$ cat config.mk
export PLATFORM = sky130hd
export DESIGN_NAME = fsk_symbol_sequencer
export DESIGN_NICKNAME = d
export VERILOG_FILES = /design/src/rtl/fsk_symbol_sequencer.sv
export SDC_FILE = /design/constraint.sdc
export NUM_CORES = 1
export LEC_CHECK = 0
export BUFFER_PORTS_ARGS = -buffer_cell sky130_fd_sc_hd__buf_2
export CORE_ASPECT_RATIO = 1.4
export CORE_MARGIN = 2
export CORE_UTILIZATION = 52
export DETAILED_ROUTE_END_ITERATION = 10
export GPL_ROUTABILITY_DRIVEN = 0
export GPL_TIMING_DRIVEN = 0
export HOLD_SLACK_MARGIN = 0.05
export PLACE_DENSITY = 0.87
export SLEW_MARGIN = 5
export SYNTH_ARGS = -nofsm -noshare
export SYNTH_HDL_FRONTEND = slang
export SYNTH_SLANG_ARGS = --single-unit
$ cat constraint.sdc
create_clock -name clk -period 4.3 [get_ports clk]
set_input_delay 0.43 -clock clk [delete_from_list [all_inputs] [get_ports clk]]
set_output_delay 0.43 -clock clk [all_outputs]
set_load 0.02 [all_outputs]
$ cat src/rtl/fsk_symbol_sequencer.sv
// FSK symbol sequencer: serialises bytes LSB first into NCO mark/space phase increments.
// Define FSK_SEQ_FRAMING_EN to wrap each byte with a start bit (0) and stop bit (1).
module fsk_symbol_sequencer #(
  parameter int APR   = 32,
  parameter int SPS_W = 16
) (
  input  logic             clk,
  input  logic             reset,
  input  logic             clken,
  input  logic [SPS_W-1:0] sps,
  input  logic [APR-1:0]   mark_inc,
  input  logic [APR-1:0]   space_inc,
  input  logic [7:0]       in_data,
  input  logic             in_valid,
  output logic             in_ready,
  output logic [APR-1:0]   phi_inc_o,
  output logic             sym_strobe,
  output logic             busy
);

`ifdef FSK_SEQ_FRAMING_EN
  localparam int NSYM = 10;
`else
  localparam int NSYM = 8;
`endif

  localparam logic [3:0]       LAST_IDX = 4'(NSYM - 1);
  localparam logic [SPS_W-1:0] ONE      = SPS_W'(1);

  typedef enum logic {
    IDLE,
    SHIFT
  } state_t;

  state_t            state, state_n;
  logic [SPS_W-1:0]  cnt, cnt_n;
  logic [SPS_W-1:0]  sps_q, sps_q_n;
  logic [3:0]        idx, idx_n;
  logic [NSYM-1:0]   shreg, shreg_n;
  logic [APR-1:0]    phi_n;
  logic              strobe_n;
  logic              busy_n;

  logic [NSYM-1:0]   frame;
  logic              sym_last;
  logic              byte_last;
  logic              xfer;

`ifdef FSK_SEQ_FRAMING_EN
  assign frame = {1'b1, in_data, 1'b0};
`else
  assign frame = in_data;
`endif

  assign sym_last  = (cnt == sps_q - ONE);
  assign byte_last = (idx == LAST_IDX);

  // The final cycle of the last symbol also accepts, so bytes chain with no idle gap
  assign in_ready = !reset &&
                    ((state == IDLE) ||
                     ((state == SHIFT) && sym_last && byte_last));

  assign xfer = in_valid & in_ready & clken;

  always_comb begin
    state_n  = state;
    cnt_n    = cnt;
    sps_q_n  = sps_q;
    idx_n    = idx;
    shreg_n  = shreg;
    phi_n    = phi_inc_o;
    busy_n   = busy;
    strobe_n = 1'b0;
    if (clken) begin
      unique case (state)
        IDLE: begin
          phi_n = mark_inc;
        end
        SHIFT: begin
          if (!sym_last) begin
            cnt_n = cnt + ONE;
          end else if (!byte_last) begin
            cnt_n    = '0;
            idx_n    = idx + 4'd1;
            shreg_n  = shreg >> 1;
            phi_n    = shreg[1] ? mark_inc : space_inc;
            strobe_n = 1'b1;
          end else begin
            state_n = IDLE;
            cnt_n   = '0;
            idx_n   = '0;
            busy_n  = 1'b0;
            phi_n   = mark_inc;
          end
        end
        default: begin
          state_n = IDLE;
        end
      endcase
      if (xfer) begin
        state_n  = SHIFT;
        shreg_n  = frame;
        sps_q_n  = (sps == '0) ? ONE : sps;
        cnt_n    = '0;
        idx_n    = '0;
        phi_n    = frame[0] ? mark_inc : space_inc;
        strobe_n = 1'b1;
        busy_n   = 1'b1;
      end
    end
  end

  always_ff @(posedge clk or posedge reset) begin
    if (reset) begin
      state      <= IDLE;
      cnt        <= '0;
      sps_q      <= ONE;
      idx        <= '0;
      shreg      <= '0;
      phi_inc_o  <= '0;
      sym_strobe <= 1'b0;
      busy       <= 1'b0;
    end else begin
      state      <= state_n;
      cnt        <= cnt_n;
      sps_q      <= sps_q_n;
      idx        <= idx_n;
      shreg      <= shreg_n;
      phi_inc_o  <= phi_n;
      sym_strobe <= strobe_n;
      busy       <= busy_n;
    end
  end

endmodule

Word-level counts from Yosys, hierarchy flattened --
Cells that the tools add are included.
Operators by class: $add $sub $neg 3, muxes and demuxes 30, equal/unequal tests 4, reduce and logical (&&, ||, !) cells 15, bitwise operators 3
Operators by type and width (count):
- two-way mux 32 bit | 5
- two-way mux 16 bit | 4
- one-hot mux 32 bit (2 select lines) | 1
- two-way mux 8 bit | 4
- adder 16 x 1 -> 16 bit (second input constant) | 1
- == test 16 bit | 1
- logical NOT 16 bit | 1
- two-way mux 4 bit | 4
- subtractor 16 x 1 -> 16 bit (second input constant) | 1
- two-way mux 1 bit | 12
- AND reduction 4 bit | 2
- AND reduction 2 bit | 3
- nonzero test 2 bit | 3
- adder 4 x 1 -> 4 bit (second input constant) | 1
- == test 4 x 3 -> 1 bit (second input constant) | 1
- logical AND 1 bit | 3
- inequality test 3 x 1 -> 1 bit (second input constant) | 1
- AND reduction 3 bit | 1
- AND 1 bit | 2
- inequality test 2 x 1 -> 1 bit (second input constant) | 1
- logical NOT 1 bit | 1
- logical OR 1 bit | 1
- inverter 1 bit | 1
Storage, ports and cells: input port bits 92, flip-flop bits (word level) 79, output and inout port bits 35, word-level logic and storage cells 63

Logic depth before layout (Yosys ltp) --
Gate-level depths: netlist of the first run.
depth in word-level cells 10, depth in mapped cells 12, gate-level depth less buffers 11

Worst setup path after synthesis of the first run --
Ideal clock, no wire load.
path type register to output, from reg sps_q[3], to out in_ready, arrival time 2706 ps, required time 3870 ps, setup slack 1164 ps, cell stages (with the launch flop) 10, buffers on the path 2, cells stage by stage dfrtp_1 buf_6 or4_1 or3_4 or3_1 a22oi_2 and4_1 buf_4 a21oi_1 nor2_1
Between the ends: cells in the longest elaborated chain, start to end 6
RTL lines:
- from (decl) | RTL line 37 | logic [SPS_W-1:0] sps_q, sps_q_n;
- from (signal assigned) | RTL line 126 | sps_q <= sps_q_n;
- subtractor 16 x 1 -> 16 bit | RTL line 55 | assign sym_last = (cnt == sps_q - ONE);
- == test 16 bit | RTL line 55
- logical AND 1 bit (2 in a row) | RTL line 61 | ((state == SHIFT) && sym_last && byte_last));
- logical OR 1 bit | RTL line 60 | ((state == IDLE) ||
- logical AND 1 bit | RTL line 59 | assign in_ready = !reset &&
- to (decl) | RTL line 15 | output logic in_ready,
No other way between the ends.

Worst setup path after layout of the first run --
Same ends and word-level chain as after synthesis.

==> results of run 1 <==
==> where the power goes <==
part / switching [mW] / internal (mW)
Sequential: 0.137 / 0.943
Clock: 0.237 / 0.217
Combinational: 0.610 / 0.440
==> worst paths after layout <==
path / startpoint / to / depth (start not counted)
max: sps_q[3] / in_ready / 10
min in group clk: sps[9] / sps_q[9] / 2
max in group asynchronous: reset / sps_q[0] / 3
min: reset / shreg[4] / 2
max reg2reg: sps_q[3] / phi_inc_o[26] / 10
min reg2reg: shreg[7] / shreg[7] / 1
==> stage by stage <==
step,cell area [um2],hold slack (ns),instances,total power [mW],utilization
6_report,5170,0.108,665,2.58,0.660
5_1_grt,5170,0.117,665,2.75,0.660
4_1_cts,5170,0.0990,665,2.61,0.660
3_5_place_dp,5020,0.485,651,2.15,0.640
3_3_place_gp,4990,0.484,650,2.08,0.636
2_1_floorplan,4230,0.467,424,1.79,-
==> worst max-delay path, stage by stage, from the launching register on <==
cell,delay [ns]
dfrtp_1,0.39
buf_6,0.14
nor4_1,0.62
nand3_1,0.24
mux2i_1,0.24
a2111oi_0,0.66
and4_1,0.29
buf_4,0.18
a21oi_1,0.15
nor2_1,0.11
buf_2,0.17
==> routing by layer <==
metal,vias up,GRT usage
li1,1809,-
met1,1821,0.259
met2,152,0.439
met3,25,0.0497
met4,0,0.101
met5,-,0
==> cells in the final DEF, fill, tap and decap left out, drive strengths merged, types with 6 or more instances in the layout <==
cell,count
nor2,48
mux2i,33
inv,8
clkbuf,20
o21ai,23
dfrtp,77
buf,143
and3,12
a21o,8
nor3,14
nand2,20
xnor2,10
a22o,12
nand3,9
mux2,14
xor2,9
a21oi,41
or3,6
nor4,6
==> cells in the mapped netlist (2+ instances only) <==
library cell   n
buf_4          7
mux2_1        14
o21ai_0        9
xnor2_1       10
o31ai_1        2
a21o_1         8
nor2b_1        3
a2bb2oi_1      2
o22ai_1        2
nor3b_1        3
dfrtp_1       77
a21oi_1       40
o21ai_1       14
o21bai_1       2
or2_2          3
buf_6          4
buf_2          5
clkbuf_1       8
a41oi_1        2
xor2_1         9
or3_1          5
nor3_1        13
ha_1           3
inv_1          7
and3_1        12
and2_1         2
nand2b_1       2
nand3_1        9
o41ai_1        2
o32ai_1        3
a22o_1        12
mux2i_1       33
or4_1          3
nand2_1       20
nor2_1        48
nor4_1         6
a2111o_1       2
==> sequential cells by signal (all words and copies together) (netlist names) <==
register	count
state	1
idx	4
phi_inc_o	32
sym_strobe	1
busy	1
sps_q	16
shreg	7
cnt	16
==> logic make-up (layout without fill, tap and decap cells) <==
group,Yosys count,count (layout)
mux,47,47
compound gates,110,110
buf+inv,32,173
fa+ha+maj,3,3
xor+xnor,20,20
flops,78,78
simple gates,134,134
==> cell type report <==
class | instances | area [um2] | area share
clock inverter | 2 | 10.0 | 0.00193
tap | 100 | 125 | 0.0242
sequential | 78 | 1950 | 0.377
multi-input combinational | 314 | 2100 | 0.405
inverter | 8 | 32.5 | 0.00629
timing repair buffer | 127 | 658 | 0.127
buffer | 24 | 153 | 0.0295
clock buffer | 12 | 145 | 0.0280
==> results.toml, run 1 <==
[setup_path]
crit_required_ns = 3.87
path_class = "reg -> out"
path_max_fanout = 10
critPathArrivalTime_ns = 3.54
r2r_slack_ns = 0.67
worst_setup_path_start_kind = "flop"
endpoint_kind = "output port"

[route]
met1Wirelength_um = 3940
vias = 3807
drtIter0Drc = 178
firstDrtPassIters = 4
via_per_inst = 5.72
drcViolationCount = 0
wl_per_cell_um = 15.7
postRouteWirelength_um = 10400
ant_nets = 0
wl_met3_um = 620
top_layer = "met4"
dr_wl_met2_um = 5570

[timing]
drv_slew = 0
timing_hold_violations_final = 0
grt_setup_unrepaired = "no"
timing.final.ws_setup_ns = 0.326
skew_ns = 0.00848
slew_headroom = 0.514
max_clock_freq_ghz = 0.252
setup-tns-final_ns = 0
setup_viol = 0
fin_crit_ns = 3.97
worst_slew_pin_slew_ns = 0.710
fin_crit_sh = 0.924

[logic_synthesis]
synth_top_family_by_area = "compound AO/OA/AOI/OAI gates"
ys_types = 55
async_reset_ff_frac = 1.00
synth_top_area_share = 0.455
syn_inst = 424
synthMuxAreaShare = 0.115
syn_area_um2 = 4230
ys_ff_latch = 78
ys_warn_count = 0
avgSynthCellArea_um2 = 9.99
yosys.area.top_type = "dfrtp_1"
synth-adder-area-share = 0.00887
synth-xor-area-share = 0.0446
synth-edff-count = 0
synth_area_leaders = "dfrtp_1, mux2i_1, a21oi_1, nor2_1, mux2_1"
synth_compound_area_frac = 0.171
syn-num-nets = 519
ys.flop_type = "dfrtp_1"
ys_seq_area_frac = 0.461
yosys.area_share.simple = 0.156

[floorplanning]
die_area_um2 = 8890
io_pins = 127
fp.dieH_um = 111
die_w_um = 80.3
row_count = 38
initial_core_util = 0.540
core-area_um2 = 7850

[grt]
first_global_vias = 3753
grt_antenna_before_repair = 0
grt_overflow = 0
grt_max_degree = 47
track_usage = 0.239
grt_pass1_wl_um = 16700

[min_path]
hp-class = "in -> async"

[clock_tree]
clockBufferDepth = 2
cts_tree = "yes"
cts_buffers = 9
cts-root-buf = "clkbuf_8"
clk_latency_ns = 0.35
cts-htree-levels = 3
clkSlewWorstSetupHoldPaths_ns = 0.07
clock-sinks = 78
ctsHoldBuffers = 0
post_cts_resized = 0
postCtsSetupRepairBufs = 0

[layout]
drive_gt1_frac = 0.292
fillers = 591
nNetsFinal = 657
area_growth_pct = 22.2
antenna_cells = 0

[run_status]
outcome = "finished clean"

[placement]
place_ws_ns = 0.800
hpwlAfterDp_um = 8180
portBuffers = 126

[flow_run]
cap_violations = 0

[power_and_ir_drop]
p_per_area_nw_per_um2 = 499
ir_worst_vdd_uv = 269
power.leakage_nw = 2.52
No activity file was read; power rests on OpenSTA's default activity.
==> run 2: changes to the inputs <==
--- a/config.mk
+++ b/config.mk
@@ -14,6 +14,7 @@
 export GPL_TIMING_DRIVEN = 0
 export HOLD_SLACK_MARGIN = 0.05
 export PLACE_DENSITY = 0.87
+export SETUP_SLACK_MARGIN = 0.1
 export SLEW_MARGIN = 5
 export SYNTH_ARGS = -nofsm -noshare
 export SYNTH_HDL_FRONTEND = slang
==> constraint.sdc (replaced) <==
create_clock -name clk -period 4.3 [get_ports clk]
set_input_delay 0.43 -clock clk [delete_from_list [all_inputs] [get_ports clk]]
set_output_delay 0.43 -clock clk [all_outputs]
set_load 0.1 [all_outputs]
==> results.toml, run 2 (synthesis results as in run 1) <==
[power_and_ir_drop]
power.leakage_nw = 2.53
p_per_area_nw_per_um2 = 685
ir_worst_vdd_uv = 519

[route]
ant_nets = 0
drtIter0Drc = 178
postRouteWirelength_um = 10500
vias = 3786
via_per_inst = 5.69
drcViolationCount = 0
wl_per_cell_um = 15.8
firstDrtPassIters = 4

[setup_path]
endpoint_kind = "output port"
path_max_fanout = 10
worst_setup_path_start_kind = "flop"
critPathArrivalTime_ns = 3.56
path_class = "reg -> out"
worstPathCellList = "or3_1, or4_1, a2111o_1, a22oi_2, and4_1, buf_4, a21oi_1, nor2_1, buf_2"
rr_worst_depth = 12
crit_path_max_incr_delay_ns = 0.48
crit_required_ns = 3.87
slowest_stage = "or4_1"

[layout]
largest_registers = "phi_inc_o (32), cnt (16), sps_q (16)"
area_growth_pct = 22.5
largest_register_ff_count = 32
drive_gt1_frac = 0.296
largest-register = "phi_inc_o"
nNetsFinal = 657
layout_commonest_cell = "buf_2"
antenna_cells = 0
final_cell_mix = "buf_2, dfrtp_1, nor2_1"
seq_area_um2 = 1950
multi_input_area_um2 = 2110
fillers = 590
post_layout_nonfiller_instances = 665

[floorplanning]
core-area_um2 = 7850
fp.dieH_um = 111
io_pins = 127
die_area_um2 = 8890
initial_core_util = 0.540
row_count = 38
die_w_um = 80.3

[run_status]
outcome = "finished clean"

[flow_run]
cap_violations = 0

[grt]
grt_overflow = 0
grt_antenna_before_repair = 0
first_global_vias = 3742
grt_max_degree = 47
grt_pass1_wl_um = 16700
track_usage = 0.239

[timing]
drv_slew = 0
worst_slew_pin_slew_ns = 0.580
max_clock_freq_ghz = 0.250
setup-tns-final_ns = 0
setup_viol = 0
timing_hold_violations_final = 0
grt_setup_unrepaired = "no"
skew_ns = 0.00869
fin_crit_ns = 3.99
slew_headroom = 0.612
fin_crit_sh = 0.929

[placement]
hpwlAfterDp_um = 8180
dp_cells = 651
portBuffers = 126

[clock_tree]
ctsHoldBuffers = 0
cts-htree-levels = 3
clk_latency_ns = 0.35
post_cts_resized = 1
cts_buffers = 9
cts_tree = "yes"
clockBufferDepth = 2
clock-sinks = 78
postCtsSetupRepairBufs = 0
cts-root-buf = "clkbuf_8"
clkSlewWorstSetupHoldPaths_ns = 0.07

[min_path]
hp-class = "in -> async"
run 2: cell count changes in the layout (fill, tap and decap cells not counted):
cell	delta
nor4_2	+1
nor4_1	-1
a2111oi_0	-1
a2111oi_1	+1
nor3b_2	+1
nor3b_1	-1
run 2: report_power, final:
group / internal [mW] / leakage (nW) / switching [mW]
Sequential: 0.943 / 0.989 / 0.138
Combinational: 0.439 / 1.45 / 1.58
Clock: 0.217 / 0.0821 / 0.238
run 2: path summary, 6_finish.rpt:
check                           endpoint  startpoint  slack, ns
min in group clk               sps_q[12]     sps[12]       0.31
max in group asynchronous       sps_q[0]       reset       3.58
hold reg to reg                 shreg[7]    shreg[7]       0.51
hold / removal                  shreg[4]       reset       0.11
setup reg to reg           phi_inc_o[12]    sps_q[0]       0.95
setup / recovery                in_ready    sps_q[8]       0.31
run 2: metrics by stage:
stage	worst slack (ns)	cell area, um2	total power [mW]	util	hold slack, ns
3_3_place_gp	0.566	4990	3.05	0.636	0.484
4_1_cts	0.205	5180	3.58	0.660	0.0990
2_1_floorplan	0.194	4230	2.74	-	0.467
3_5_place_dp	0.552	5020	3.11	0.640	0.485
6_report	0.305	5190	3.55	0.661	0.108
5_1_grt	0.114	5190	3.72	0.661	0.117
run 2: final cells by class:
| type | count | share of cell area |
|---|---|---|
| clock inverters | 2 | 0.00193 |
| plain buffers | 24 | 0.0294 |
| well taps | 100 | 0.0241 |
| inverters | 8 | 0.00627 |
| clock buffers | 12 | 0.0280 |
| flip-flops and latches | 78 | 0.377 |
| repair buffers | 127 | 0.127 |
| multi-input cells | 314 | 0.407 |
run 2: metal layers:
layer,global-route usage,share of wire,vias up
met5,0,0,-
met4,0.0983,0.023,0
met3,0.0489,0.057,22
met2,0.440,0.54,144
met1,0.259,0.38,1812
li1,-,-,1808
run 2: worst max-delay path: cells and delay by family (launching register included):
kind            cells  cell delay, ns
compound gates      3            0.87
flops               1            0.46
buf+inv             2            0.61
simple gates        4            1.28
==> run 3: changes to the inputs <==
--- a/config.mk
+++ b/config.mk
@@ -11,7 +11,7 @@
 export CORE_UTILIZATION = 52
 export DETAILED_ROUTE_END_ITERATION = 10
 export GPL_ROUTABILITY_DRIVEN = 0
-export GPL_TIMING_DRIVEN = 0
+export GPL_TIMING_DRIVEN = 1
 export HOLD_SLACK_MARGIN = 0.05
 export PLACE_DENSITY = 0.87
 export SETUP_SLACK_MARGIN = 0.1
==> results.toml, run 3 (synthesis results as in run 1) <==
[layout]
layout_commonest_cell = "buf_2"
area_growth_pct = 20.5
antenna_cells = 0
fillers = 600
utilization = 0.650
drive_gt1_frac = 0.293
largest_register_ff_count = 32
nNetsFinal = 639
final_cell_mix = "buf_2, dfrtp_1, nor2_1"
largest_registers = "phi_inc_o (32), cnt (16), sps_q (16)"
post_layout_nonfiller_instances = 649
largest-register = "phi_inc_o"
final_area_um2 = 5100

[clock_tree]
clkSlewWorstSetupHoldPaths_ns = 0.08
cts_tree = "yes"
clockBufferDepth = 2
clk_latency_ns = 0.36
cts-htree-levels = 3
clock-sinks = 78
postCtsSetupRepairBufs = 0
cts-root-buf = "clkbuf_8"
cts_buffers = 9

[timing]
fin_crit_ns = 3.99
setup-tns-final_ns = 0
timing.final.ws_setup_ns = 0.309
whs_ns = 0.185
timing_hold_violations_final = 0
fin_crit_sh = 0.928
worst_slew_pin_slew_ns = 0.967
grt_setup_unrepaired = "no"
drv_slew = 0
max_clock_freq_ghz = 0.251
skew_ns = 0.0128
setup_viol = 0
slew_headroom = 0.351

[setup_path]
worst_setup_path_start_kind = "flop"
crit_required_ns = 3.87
critPathArrivalTime_ns = 3.56
crit_path_end = "in_ready"
rr_worst_depth = 9
r2r-end = "phi_inc_o[30]"
critPathLaunch = "sps_q[8]"
path_max_fanout = 6
rr_startpoint = "sps_q[3]"
endpoint_kind = "output port"
r2r_slack_ns = 0.58
path_class = "reg -> out"

[grt]
grt_max_degree = 65
grt_overflow = 0
first_global_vias = 3570
grt_pass1_wl_um = 16500
track_usage = 0.237
grt_antenna_before_repair = 0

[route]
postRouteWirelength_um = 10100
vias = 3704
drtIter0Drc = 144
wl_per_cell_um = 15.6
firstDrtPassIters = 4
via_per_inst = 5.71
drcViolationCount = 0
ant_nets = 0

[placement]
placed_cell_area_um2 = 4900
portBuffers = 126
dp_cells = 633
hpwlAfterDp_um = 7660
place_ws_ns = 0.600

[flow_run]
cap_violations = 0

[floorplanning]
fp.dieH_um = 111
initial_core_util = 0.540
row_count = 38
die_w_um = 80.3
io_pins = 127
die_area_um2 = 8890
core-area_um2 = 7850

[run_status]
outcome = "finished clean"

[power_and_ir_drop]
comb_power_share = 0.547
switchingPower_mw = 1.96
switching_share = 0.545
p_per_area_nw_per_um2 = 706
pwr-share-seq = 0.300
power.leakage_nw = 2.47
ir_worst_vdd_uv = 584
total_power_mw = 3.60
clkPwrFrac = 0.153
p_int_mw = 1.64

[min_path]
hp-class = "in -> async"
run 3: per-layer routing:
layer | share of wire | global-route usage | up-vias
met3 | 0.058 | 0.0366 | 21
met5 | 0 | 0 | -
met4 | 0.021 | 0.103 | 0
li1 | - | - | 1774
met2 | 0.53 | 0.437 | 148
met1 | 0.39 | 0.259 | 1761
run 3: power groups by stage:
stage          Combinational, mW  Sequential [mW]  Clock (mW)
3_5_place_dp                1.97             1.09           0
3_3_place_gp                1.93             1.08           0
5_1_grt                     2.07             1.10       0.596
6_report                    1.97             1.08       0.552
4_1_cts                     1.97             1.08       0.566
2_1_floorplan              0.528             2.21           0
run 3: final cells by class:
| type | count | area [um2] | area share |
|---|---|---|---|
| clock buffer | 10 | 138 | 0.0270 |
| inverter | 8 | 30.0 | 0.00589 |
| timing repair buffer | 133 | 683 | 0.134 |
| clock inverter | 6 | 61.3 | 0.0120 |
| sequential | 78 | 1950 | 0.383 |
| multi-input combinational | 314 | 2110 | 0.414 |
| tap | 100 | 125 | 0.0245 |
run 3: worst min path at each step:
stage,startpoint,end,slack [ns],cells past startpoint
floorplan,shreg[7],shreg[7],0.47,1
global placement,shreg[7],shreg[7],0.48,1
detailed placement,shreg[7],shreg[7],0.49,1
CTS,reset,phi_inc_o[11],0.19,2
global route,reset,phi_inc_o[11],0.24,2
finish,reset,phi_inc_o[11],0.18,2
run 3: critical path, stage by stage (launching register included):
cell and delay, ns:
dfrtp_1 0.47, or3_1 0.49, or4_1 0.50, a2111o_1 0.45, a22oi_2 0.26, and4_1 0.34
a21oi_1 0.17, nor2_1 0.11, buf_2 0.43
run 3: what timing repair did:
item	in CTS	in global routing
hold buffers	0	0
gates resized for setup	0	2
setup endpoints to repair	0	1
